--- src/rtl/mii_net_rx_fcs.sv ---
// Receive-side 802.3 frame checker: strips preamble/SFD, checks CRC-32, removes the FCS
// through a 4-byte delay line and reports per-frame status at end of frame.
module mii_net_rx_fcs #(
    parameter int MIN_LEN = 64,
    parameter int MAX_LEN = 1522,
    parameter int LEN_W   = 11
) (
    input  logic             i_clk,
    input  logic             i_reset_n,
    input  logic [7:0]       i_d,
    input  logic             i_d_valid,
    input  logic             i_dv,
    input  logic             i_er,
    output logic [7:0]       o_d,
    output logic             o_d_valid,
    output logic             o_sof,
    output logic             o_eof,
    output logic             o_fcs_ok,
    output logic [3:0]       o_err,
    output logic [LEN_W-1:0] o_len
);

    localparam logic [31:0]      CRC_POLY    = 32'h04C11DB7;
    localparam logic [31:0]      CRC_INIT    = 32'hFFFFFFFF;
    localparam logic [31:0]      CRC_RESIDUE = 32'hC704DD7B;
    localparam logic [LEN_W-1:0] LEN_MIN     = LEN_W'(MIN_LEN);
    localparam logic [LEN_W-1:0] LEN_MAX     = LEN_W'(MAX_LEN);
    localparam logic [LEN_W-1:0] LEN_SAT     = '1;

    typedef enum logic [2:0] {
        S_WAIT,
        S_IDLE,
        S_PRE,
        S_DATA,
        S_END,
        S_DROP
    } state_t;

    state_t           state;
    state_t           state_nx;
    logic [1:0]       rst_sync;
    logic             rst_n;
    logic             byte_in;
    logic             take;
    logic             start;
    logic             finish;
    logic [31:0]      crc;
    logic [LEN_W-1:0] len;
    logic [7:0]       dline [4];
    logic [2:0]       dl_cnt;
    logic             er_seen;
    logic             sof_pend;
    logic [3:0]       err_now;

    // Reset asserts asynchronously but releases on a clock edge.
    always_ff @(posedge i_clk or negedge i_reset_n) begin
        if (!i_reset_n) begin
            rst_sync <= 2'b00;
        end else begin
            rst_sync <= {rst_sync[0], 1'b1};
        end
    end

    assign rst_n = rst_sync[1];

    // Bit-reversed input byte, MSB-first update: same CRC as the TX generator.
    function automatic logic [31:0] crc_next(input logic [31:0] crc_in, input logic [7:0] data);
        logic [31:0] c;
        c = crc_in;
        for (int i = 0; i < 8; i++) begin
            if (c[31] ^ data[i]) begin
                c = {c[30:0], 1'b0} ^ CRC_POLY;
            end else begin
                c = {c[30:0], 1'b0};
            end
        end
        return c;
    endfunction

    assign byte_in = i_d_valid & i_dv;
    assign take    = (state == S_DATA) & byte_in;
    assign err_now = {er_seen, (len > LEN_MAX), (len < LEN_MIN), (crc != CRC_RESIDUE)};

    always_ff @(posedge i_clk or negedge rst_n) begin
        if (!rst_n) begin
            state <= S_WAIT;
        end else begin
            state <= state_nx;
        end
    end

    always_comb begin
        state_nx = state;
        start    = 1'b0;
        finish   = 1'b0;
        case (state)
            S_WAIT: begin
                if (!i_dv) begin
                    state_nx = S_IDLE;
                end
            end
            S_IDLE, S_PRE: begin
                if (!i_dv) begin
                    state_nx = S_IDLE;
                end else if (i_d_valid) begin
                    if (i_d == 8'h55) begin
                        state_nx = S_PRE;
                    end else if (i_d == 8'hD5) begin
                        state_nx = S_DATA;
                        start    = 1'b1;
                    end else begin
                        state_nx = S_DROP;
                    end
                end
            end
            S_DATA: begin
                if (!i_dv) begin
                    state_nx = S_END;
                    finish   = 1'b1;
                end
            end
            S_END: begin
                state_nx = S_IDLE;
            end
            S_DROP: begin
                if (!i_dv) begin
                    state_nx = S_IDLE;
                end
            end
            default: begin
                state_nx = S_WAIT;
            end
        endcase
    end

    // Status is registered on the edge that sees RX_DV drop, so o_eof is high during END.
    always_ff @(posedge i_clk or negedge rst_n) begin
        if (!rst_n) begin
            crc       <= CRC_INIT;
            len       <= '0;
            dl_cnt    <= '0;
            er_seen   <= 1'b0;
            sof_pend  <= 1'b0;
            for (int i = 0; i < 4; i++) begin
                dline[i] <= '0;
            end
            o_d       <= '0;
            o_d_valid <= 1'b0;
            o_sof     <= 1'b0;
            o_eof     <= 1'b0;
            o_fcs_ok  <= 1'b0;
            o_err     <= '0;
            o_len     <= '0;
        end else begin
            o_d_valid <= 1'b0;
            o_sof     <= 1'b0;
            o_eof     <= 1'b0;
            o_fcs_ok  <= 1'b0;
            o_err     <= '0;
            o_len     <= '0;

            if (start) begin
                crc      <= CRC_INIT;
                len      <= '0;
                dl_cnt   <= '0;
                er_seen  <= 1'b0;
                sof_pend <= 1'b1;
            end

            if (take) begin
                crc      <= crc_next(crc, i_d);
                len      <= (len == LEN_SAT) ? len : len + 1'b1;
                dline[0] <= dline[1];
                dline[1] <= dline[2];
                dline[2] <= dline[3];
                dline[3] <= i_d;
                if (dl_cnt == 3'd4) begin
                    o_d       <= dline[0];
                    o_d_valid <= 1'b1;
                    o_sof     <= sof_pend;
                    sof_pend  <= 1'b0;
                end else begin
                    dl_cnt <= dl_cnt + 3'd1;
                end
            end

            if ((state == S_DATA) && i_dv && i_er) begin
                er_seen <= 1'b1;
            end

            if (finish) begin
                o_eof    <= 1'b1;
                o_err    <= err_now;
                o_len    <= len;
                o_fcs_ok <= ~|err_now;
                dl_cnt   <= '0;
                sof_pend <= 1'b0;
            end
        end
    end

endmodule

--- config.mk ---
export PLATFORM = sky130hd
export DESIGN_NAME = mii_net_rx_fcs
export DESIGN_NICKNAME = d
export VERILOG_FILES = /design/src/rtl/mii_net_rx_fcs.sv
export SDC_FILE = /design/constraint.sdc
export NUM_CORES = 1
export LEC_CHECK = 0
export BUFFER_PORTS_ARGS = -buffer_cell sky130_fd_sc_hd__clkbuf_2
export CAP_MARGIN = 10
export CORE_MARGIN = 1
export CORE_UTILIZATION = 25
export CTS_BUF_LIST = sky130_fd_sc_hd__clkbuf_8
export CTS_CLUSTER_DIAMETER = 200
export CTS_CLUSTER_SIZE = 25
export DETAILED_ROUTE_END_ITERATION = 8
export HOLD_SLACK_MARGIN = 0.1
export PLACE_DENSITY = 0.48
export SKIP_CTS_REPAIR_TIMING = 1
export SYNTH_ARGS = -nofsm -noshare
export SYNTH_HDL_FRONTEND = slang
export SYNTH_SLANG_ARGS = --single-unit
export TNS_END_PERCENT = 5
--- constraint.sdc ---
create_clock -name i_clk -period 8.65 [get_ports i_clk]
set_input_delay 0.865 -clock i_clk [delete_from_list [all_inputs] [get_ports i_clk]]
set_output_delay 0.865 -clock i_clk [all_outputs]
set_load 0.01 [all_outputs]
======== After elaboration in Yosys (flattened, before gate mapping) ========
Index checks and enable logic that the tools add are counted.
storage, ports and cells
  bits in registers ....................... 112
  input bits .............................. 13
  output and inout port bits .............. 27
  logic and storage cells ................. 118
operators by class
  add/subtract/negate cells ............... 2
  magnitude comparators ................... 2
  eq/ne operators ......................... 14
  mux-type cells .......................... 52
  bitwise operators ....................... 18
  reduce and logical (&&, ||, !) cells .... 12
operators by type and width
  kind                                                          count
  two-way mux 32 bit                                            9
  two-way mux 27 bit                                            8
  NOT 14 bit                                                    8
  two-way mux 11 bit                                            4
  inequality test 32 bit (second input constant)                1
  two-way mux 3 bit                                             10
  two-way mux 1 bit                                             19
  one-hot mux 3 bit (4 select lines)                            1
  adder 11 x 1 -> 11 bit (second input constant)                1
  == test 11 bit (second input constant)                        1
  greater-than comparator 11 bit (second input constant)        1
  less-than comparator 11 x 7 -> 1 bit (second input constant)  1
  == test 3 bit (second input constant)                         3
  == test 8 x 7 -> 1 bit (second input constant)                1
  == test 8 bit (second input constant)                         1
  XOR 1 bit                                                     8
  == test 3 x 2 -> 1 bit (second input constant)                2
  inequality test 2 bit (second input constant)                 3
  two-way mux 4 bit                                             1
  AND reduction 2 bit                                           2
  nonzero test 2 bit                                            2
  OR reduction 2 bit                                            2
  OR reduction 4 bit                                            1
  adder 3 x 1 -> 3 bit (second input constant)                  1
  other kinds (7)                                               9

======== Logic depth before layout (Yosys ltp) ========
Gate-level depths: netlist of the first run.
  depth after elaboration ................. 24
  mapped depth ............................ 7
  depth with buffers taken out ............ 5

======== Worst setup path before layout of the first run ========
Ideal clock, no wire load.
  kind .................................... in2reg
  from .................................... input port i_dv
  to ...................................... register len[7]
  setup time .............................. 0.078 ns
  arrival ................................. 2.354 ns
  data required time ...................... 8.572 ns
  slack ................................... 6.218 ns
  stages on the path ...................... 6
  path buffers ............................ 2
  path through ............................ clkbuf_2 -> and4b_1 -> nand2_1 -> buf_2 -> or4b_2 -> a21oi_1
between the ends
  word-level cells in the longest chain between the ends .. 4
  elaborated cells between the ends (all ways) .. 8
  classes of those cells .................. eq/ne: 1; mux: 3; bitwise: 2; reduce/logical: 2
ends and longest elaborated chain
  element                                                                RTL line  source
  from (decl)                                                            12        input logic i_dv,
  AND 1 bit or two-way mux 1 bit (tied branches)                         80, 103
  AND 1 bit or two-way mux 1 bit (tied branches)                         81, 96
  inequality test 2 bit (no line) or nonzero test 2 bit (tied branches)  n/a
  AND reduction 2 bit (no line)                                          n/a
  to (signal assigned)                                                   172       len <= (len == LEN_SAT) ? len : len + 1'b1;
  to (decl)                                                              48        logic [LEN_W-1:0] len;
Parallel ways exist; a longest one is shown, timed or not.
A chain may end at the register's enable or synchronous reset.

======== Worst setup path after layout of the first run ========
  from .................................... input port i_dv
  to ...................................... register crc[18]
between the ends
  word-level cells in the longest chain between the ends .. 3
  elaborated cells between the ends (all ways) .. 6
  classes of those cells .................. mux: 3; bitwise: 2; reduce/logical: 1
ends and longest elaborated chain
  element                                                   RTL line  source
  AND 1 bit or two-way mux 1 bit (tied branches)            80, 103
  AND 1 bit or two-way mux 1 bit (tied branches)            81, 96
  two-way mux 32 bit or nonzero test 2 bit (tied branches)  n/a
  to (signal assigned)                                      171       crc <= crc_next(crc, i_d);
  to (decl)                                                 47        logic [31:0] crc;
Parallel ways exist; a longest one is shown, timed or not.

==> flow_summary.json, run 1 <==
{
  "synth.most_common_cell": "nand2_1",
  "stdcell_area_mm2": 0.00620,
  "cts_buffers": 9,
  "cts_tree": "yes",
  "track_usage_pct": 11.6,
  "io_pins": 40,
  "finalWorstPathRequiredPeriod_ps": 2810,
  "drc": 0,
  "syn_nets": 494,
  "cp-start-kind": "input pin",
  "final.setup.tns_ps": 0,
  "clockRootBuffer": "clkbuf_8",
  "synth_top_area_share_pct": 36.6,
  "cellPowerDensity_mw_per_mm2": 186,
  "post_drt_wl_per_cell_um": 15.3,
  "synth_area_mm2": 0.00548,
  "status": "complete, no violations",
  "place_hpwl_um": 8140,
  "finalClockSkew_ps": 16.2,
  "setup_ws_ps": 5840,
  "slew_headroom_pct": 28.2,
  "hold_viol": 0,
  "criticalPathCategory": "input pin to register",
  "place_congestion": 0.808,
  "rsz0062_at_grt": "no",
  "grt_pass1_vias": 3635,
  "synth_edf_count": 0,
  "yosysSeqAreaShare_pct": 51.9,
  "area_delta_synth_final_pct": 13.2,
  "regArea_mm2": 0.00285,
  "ys_dominant_reg_cell": "dfrtp_1",
  "peakVddDrop_mv": 0.0676,
  "synth_area_leaders": "dfrtp_1, dfstp_2, nand2_1",
  "cts_max_level": 3,
  "drive_gt1_share_pct": 22.7,
  "tightest_slew_ps": 1070,
  "r2r_cells": 5,
  "synth_cells": 477,
  "fin_crit_sh_pct": 32.5,
  "die_x_um": 150,
  "drv_slew": 0,
  "ys_warn_count": 0,
  "overflow": 0,
  "num_antenna_cells": 0,
  "final_nets": 522,
  "ys_types": 56,
  "power_leakage_nw": 2.88,
  "path_clk_slew_ps": 110,
  "viasPerCell": 4.52,
  "whs_ps": 238,
  "drt_iter0_drc": 208,
  "synth_seq_cells": 112,
  "die_area_mm2": 0.0225,
  "row_count": 53,
  "fillers": 2185,
  "rrSetupSlack_ps": 5930,
  "reg2reg_from": "state[0]",
  "end_kind": "register",
  "place.port_buffers": 39,
  "grt_max_degree": 62,
  "start_util_pct": 25.8,
  "core_mm2": 0.0212,
  "max_freq_mhz": 355,
  "cp.required_ps": 8980,
  "timing.rr.end": "crc[18]",
  "antenna_found_initial": 0,
  "pre_cts_ws_ps": 5420,
  "num_vias": 3549,
  "yosys.area.top_type": "dfrtp_1",
  "setup_viol_count_final": 0,
  "wirelength_um": 12000,
  "synthArstFlopShare_pct": 100,
  "maxCapViolCount": 0,
  "crit_arrival_ps": 3140,
  "ant_nets": 0,
  "avgSynthCellArea_um2": 11.5,
  "clockBufferDepth": 2,
  "synth_common_cells": "nand2_1, dfrtp_1, dfstp_2, xnor2_1, a2bb2oi_1",
  "cts.sinks": 112,
  "p_total_mw": 1.15,
  "clk_latency_ps": 400,
  "critPathMaxFanout": 61,
  "dpl-instance-area_mm2": 0.00594,
  "hp-class": "input pin to asynchronous set/reset pin",
  "die_y_um": 150,
  "drt_first_pass_iters": 4,
  "grt_pass1_wl_um": 20000,
  "multi_input_area_mm2": 0.00251
}
==> registers in the layout, indices dropped and copies added, names as in the netlist <==
name	cells
o_fcs_ok	1
state	3
crc	32
o_err	4
len	11
rst_sync	2
dline	32
er_seen	1
o_len	11
o_sof	1
dl_cnt	3
o_eof	1
o_d	8
sof_pend	1
o_d_valid	1
==> cells by family (layout without fill, tap and decap cells) <==
kind of cell | Yosys count | in the layout | share of synthesized area [%]
AOI/OAI and AO/OA | 73 | 73 | 9.90
xor gates and xnor gates | 65 | 65 | 16.7
adders and majority gates | 4 | 4 | 0.914
DFF | 112 | 112 | 51.9
muxes | 8 | 8 | 1.65
other | 1 | 1 | 0.0685
buffers and inverters | 33 | 66 | 2.38
and+or+nand+nor | 181 | 181 | 16.5
==> through the flow <==
step	cells	util [%]
2_1_floorplan	477	-
3_3_place_gp	768	28.0
3_5_place_dp	768	28.0
4_1_cts	784	29.1
5_1_grt	785	29.2
6_report	785	29.2
==> placed cells by master (no fill, tap or decap), drive strengths merged, types with 6 or more instances in the layout <==
| cell | synthesis | final |
|---|---|---|
| o22a | 7 | 7 |
| and2 | 16 | 16 |
| o21ai | 7 | 7 |
| a21oi | 15 | 15 |
| xnor2 | 37 | 37 |
| a2bb2oi | 22 | 22 |
| or4 | 6 | 6 |
| xnor3 | 15 | 15 |
| clkbuf | 21 | 48 |
| nand2 | 103 | 103 |
| dfrtp | 80 | 80 |
| inv | 7 | 9 |
| nor2 | 8 | 8 |
| xor2 | 8 | 8 |
| mux2 | 8 | 8 |
| dfstp | 32 | 32 |
==> worst max-delay path by stage <==
stage,from,to,depth (start not counted)
final,i_dv,crc[18],6
after CTS,i_dv,crc[18],6
after detailed placement,i_dv,crc[18],6
after global placement,i_dv,crc[20],6
after floorplan,rst_sync[1],dl_cnt[0],0
after global routing,i_dv,crc[4],6
==> layout make-up <==
type / instances / area share (%)
timing repair buffer: 43 / 3.84
clock buffer: 9 / 2.00
sequential: 112 / 45.9
multi-input combinational: 332 / 40.4
inverter: 7 / 0.424
clock inverter: 7 / 1.84
tap: 275 / 5.55
==> per-layer routing <==
metal	track usage [%]	wire length, µm
met1	15.4	5850
met2	18.4	5470
met3	1.95	412
met4	5.45	293
met5	0	0
==> worst max-delay path, cell delays in order <==
cell and delay (ps):
clkbuf_2 150, and4b_1 270, nand2_2 90, buf_4 500, nand2_1 780, o22a_1 470
==> power by group <==
group	switching [mW]	total, mW	internal, mW
registers	0.0230	0.573	0.550
clock network	0.201	0.371	0.170
logic	0.0894	0.211	0.122
total	0.313	1.15	0.841
No activity file was read; power rests on OpenSTA's default activity.
==> inputs of run 2 (changes only) <==
==> constraint.sdc (replaced) <==
create_clock -name i_clk -period 2.85 [get_ports i_clk]
set_input_delay 0.285 -clock i_clk [delete_from_list [all_inputs] [get_ports i_clk]]
set_output_delay 0.285 -clock i_clk [all_outputs]
set_load 0.01 [all_outputs]
==> run 2 against run 1 <==
Against the previous run: clock power grew to 2.7 times the previous value; sequential share of layout area is 0.13 points lower; sequential cell count stayed put; final cell count rose by 0.76%; utilization up 0.083 points; clock-buffer cell count unchanged; critical path depth decreased by 1; total power rose to 2.9 times the previous value; largest cell class unchanged.
==> flow_summary.json, run 2 (synthesis results as in run 1) <==
{
  "clockBufferDepth": 2,
  "fin_cells": 791,
  "criticalPathCategory": "register to register",
  "end_kind": "register",
  "core_mm2": 0.0212,
  "setup_ws_ps": 649,
  "holdPathEnd": "er_seen",
  "viasPerCell": 4.53,
  "final_cell_mix": "nand2_1, dfrtp_1, clkbuf_2, dfstp_2, xnor2_1",
  "place_hpwl_um": 8180,
  "clk_latency_ps": 390,
  "finalClockSkew_ps": 12.1,
  "mostFrequentLayoutCell": "nand2_1",
  "rsz0062_at_grt": "no",
  "wirelength_um": 11700,
  "grt_pass1_vias": 3603,
  "num_vias": 3587,
  "cts_tree": "yes",
  "post_drt_wl_per_cell_um": 14.8,
  "path_cells": "ha_1, and4_1, and4_1, or4b_2, a21oi_1",
  "hold_path_depth": 2,
  "seqPwrFrac_pct": 51.1,
  "status": "complete, no violations",
  "cellPowerDensity_mw_per_mm2": 546,
  "start_util_pct": 25.8,
  "power_leakage_nw": 2.90,
  "hold_viol": 0,
  "cts_buffers": 9,
  "cp.required_ps": 3170,
  "track_usage_pct": 11.3,
  "dp_cells": 773,
  "drc": 0,
  "multi_input_area_mm2": 0.00251,
  "final.setup.tns_ps": 0,
  "timing.rr.end": "len[5]",
  "internal_power_mw": 2.47,
  "reg2reg_from": "len[1]",
  "tightest_slew_ps": 730,
  "crit_arrival_ps": 2520,
  "pwr-share-clk_pct": 29.8,
  "dpl-instance-area_mm2": 0.00599,
  "ant_nets": 0,
  "crit_path_max_incr_delay_ps": 660,
  "final_nets": 527,
  "rrSetupSlack_ps": 650,
  "power_frac_comb_pct": 19.1,
  "drt_iter0_drc": 192,
  "grt_pass1_wl_um": 19700,
  "drv_slew": 0,
  "setup_viol_count_final": 0,
  "path_clk_slew_ps": 110,
  "die_y_um": 150,
  "cp-start-kind": "register",
  "switching_power_mw": 0.924,
  "drt_first_pass_iters": 4,
  "r2r_cells": 5,
  "antenna_found_initial": 1,
  "cts.sinks": 112,
  "peakVddDrop_mv": 0.205,
  "area_delta_synth_final_pct": 13.5,
  "pre_cts_ws_ps": 672,
  "clockRootBuffer": "clkbuf_8",
  "regArea_mm2": 0.00285,
  "stdcell_area_mm2": 0.00622,
  "die_area_mm2": 0.0225,
  "overflow": 0,
  "reg.largest.list": "crc x32, dline x32",
  "die_x_um": 150,
  "place.port_buffers": 39,
  "drive_gt1_share_pct": 23.3,
  "finalWorstPathRequiredPeriod_ps": 2200,
  "p_total_mw": 3.39,
  "place_congestion": 0.833,
  "row_count": 53,
  "cts_max_level": 3,
  "critPathMaxFanout": 17,
  "slew_headroom_pct": 51.0,
  "worst_path_most_repeated_cell": "and4_1",
  "hp-class": "input pin to register",
  "grt_max_degree": 55,
  "fillers": 2199,
  "min_from": "i_er",
  "fin_crit_sh_pct": 77.2,
  "cp_slowest_cell": "or4b_2",
  "io_pins": 40,
  "maxCapViolCount": 0,
  "swShare_pct": 27.3,
  "max_freq_mhz": 454
}
## run 2: cell count changes in the layout (fill, tap and decap cells not counted), sizes merged
| cell | delta |
|---|---|
| dlygate4sd3 | +1 |
| bufinv | -1 |
| diode | +1 |
| buf | +4 |
| clkinv | +1 |
## run 2: worst max-delay path: cells and delay by family (launching register included)
family,cells,cell delay (ps)
adders and majority gates,1,250
DFF,1,460
and+or+nand+nor,3,1270
AOI/OAI and AO/OA,1,160
## run 2: per-stage QoR
step,hold WS (ps),utilization (%)
6_report,146,29.3
5_1_grt,150,29.3
4_1_cts,-363,29.2
3_5_place_dp,75.2,28.2
3_3_place_gp,74.8,28.2
2_1_floorplan,-10.6,-
## run 2: power by group through the flow
stage                     clock [mW]  sequential, mW  combinational [mW]
after floorplan                    0            1.75               0.524
after global placement             0            1.76               0.649
after detailed placement           0            1.76               0.650
after CTS                       1.06            1.74               0.653
after global routing            1.13            1.74               0.696
final                           1.01            1.73               0.647
## run 2: worst max-delay path by stage
stage	start	endpoint	slack (ps)	cells after the start
floorplan	crc[29]	crc[12]	870	4
global placement	len[1]	len[5]	740	5
detailed placement	len[1]	len[5]	670	5
CTS	len[1]	len[5]	650	5
global route	len[1]	len[7]	500	5
finish	len[1]	len[5]	650	5
## run 2: per-layer routing
metal / vias to the layer above / routed length [µm] / global-route usage [%]
li1: 1726 / - / -
met1: 1777 / 5540 / 15.4
met2: 67 / 5470 / 17.7
met3: 17 / 518 / 2.80
met4: 0 / 180 / 3.54
met5: - / 0 / 0
## run 2: cell type report
type / instances / area share (%)
multi-input combinational: 332 / 40.3
sequential: 112 / 45.8
antenna: 1 / 0.0403
inverter: 7 / 0.423
clock buffer: 9 / 1.99
timing repair buffer: 48 / 4.47
clock inverter: 7 / 1.43
tap: 275 / 5.54
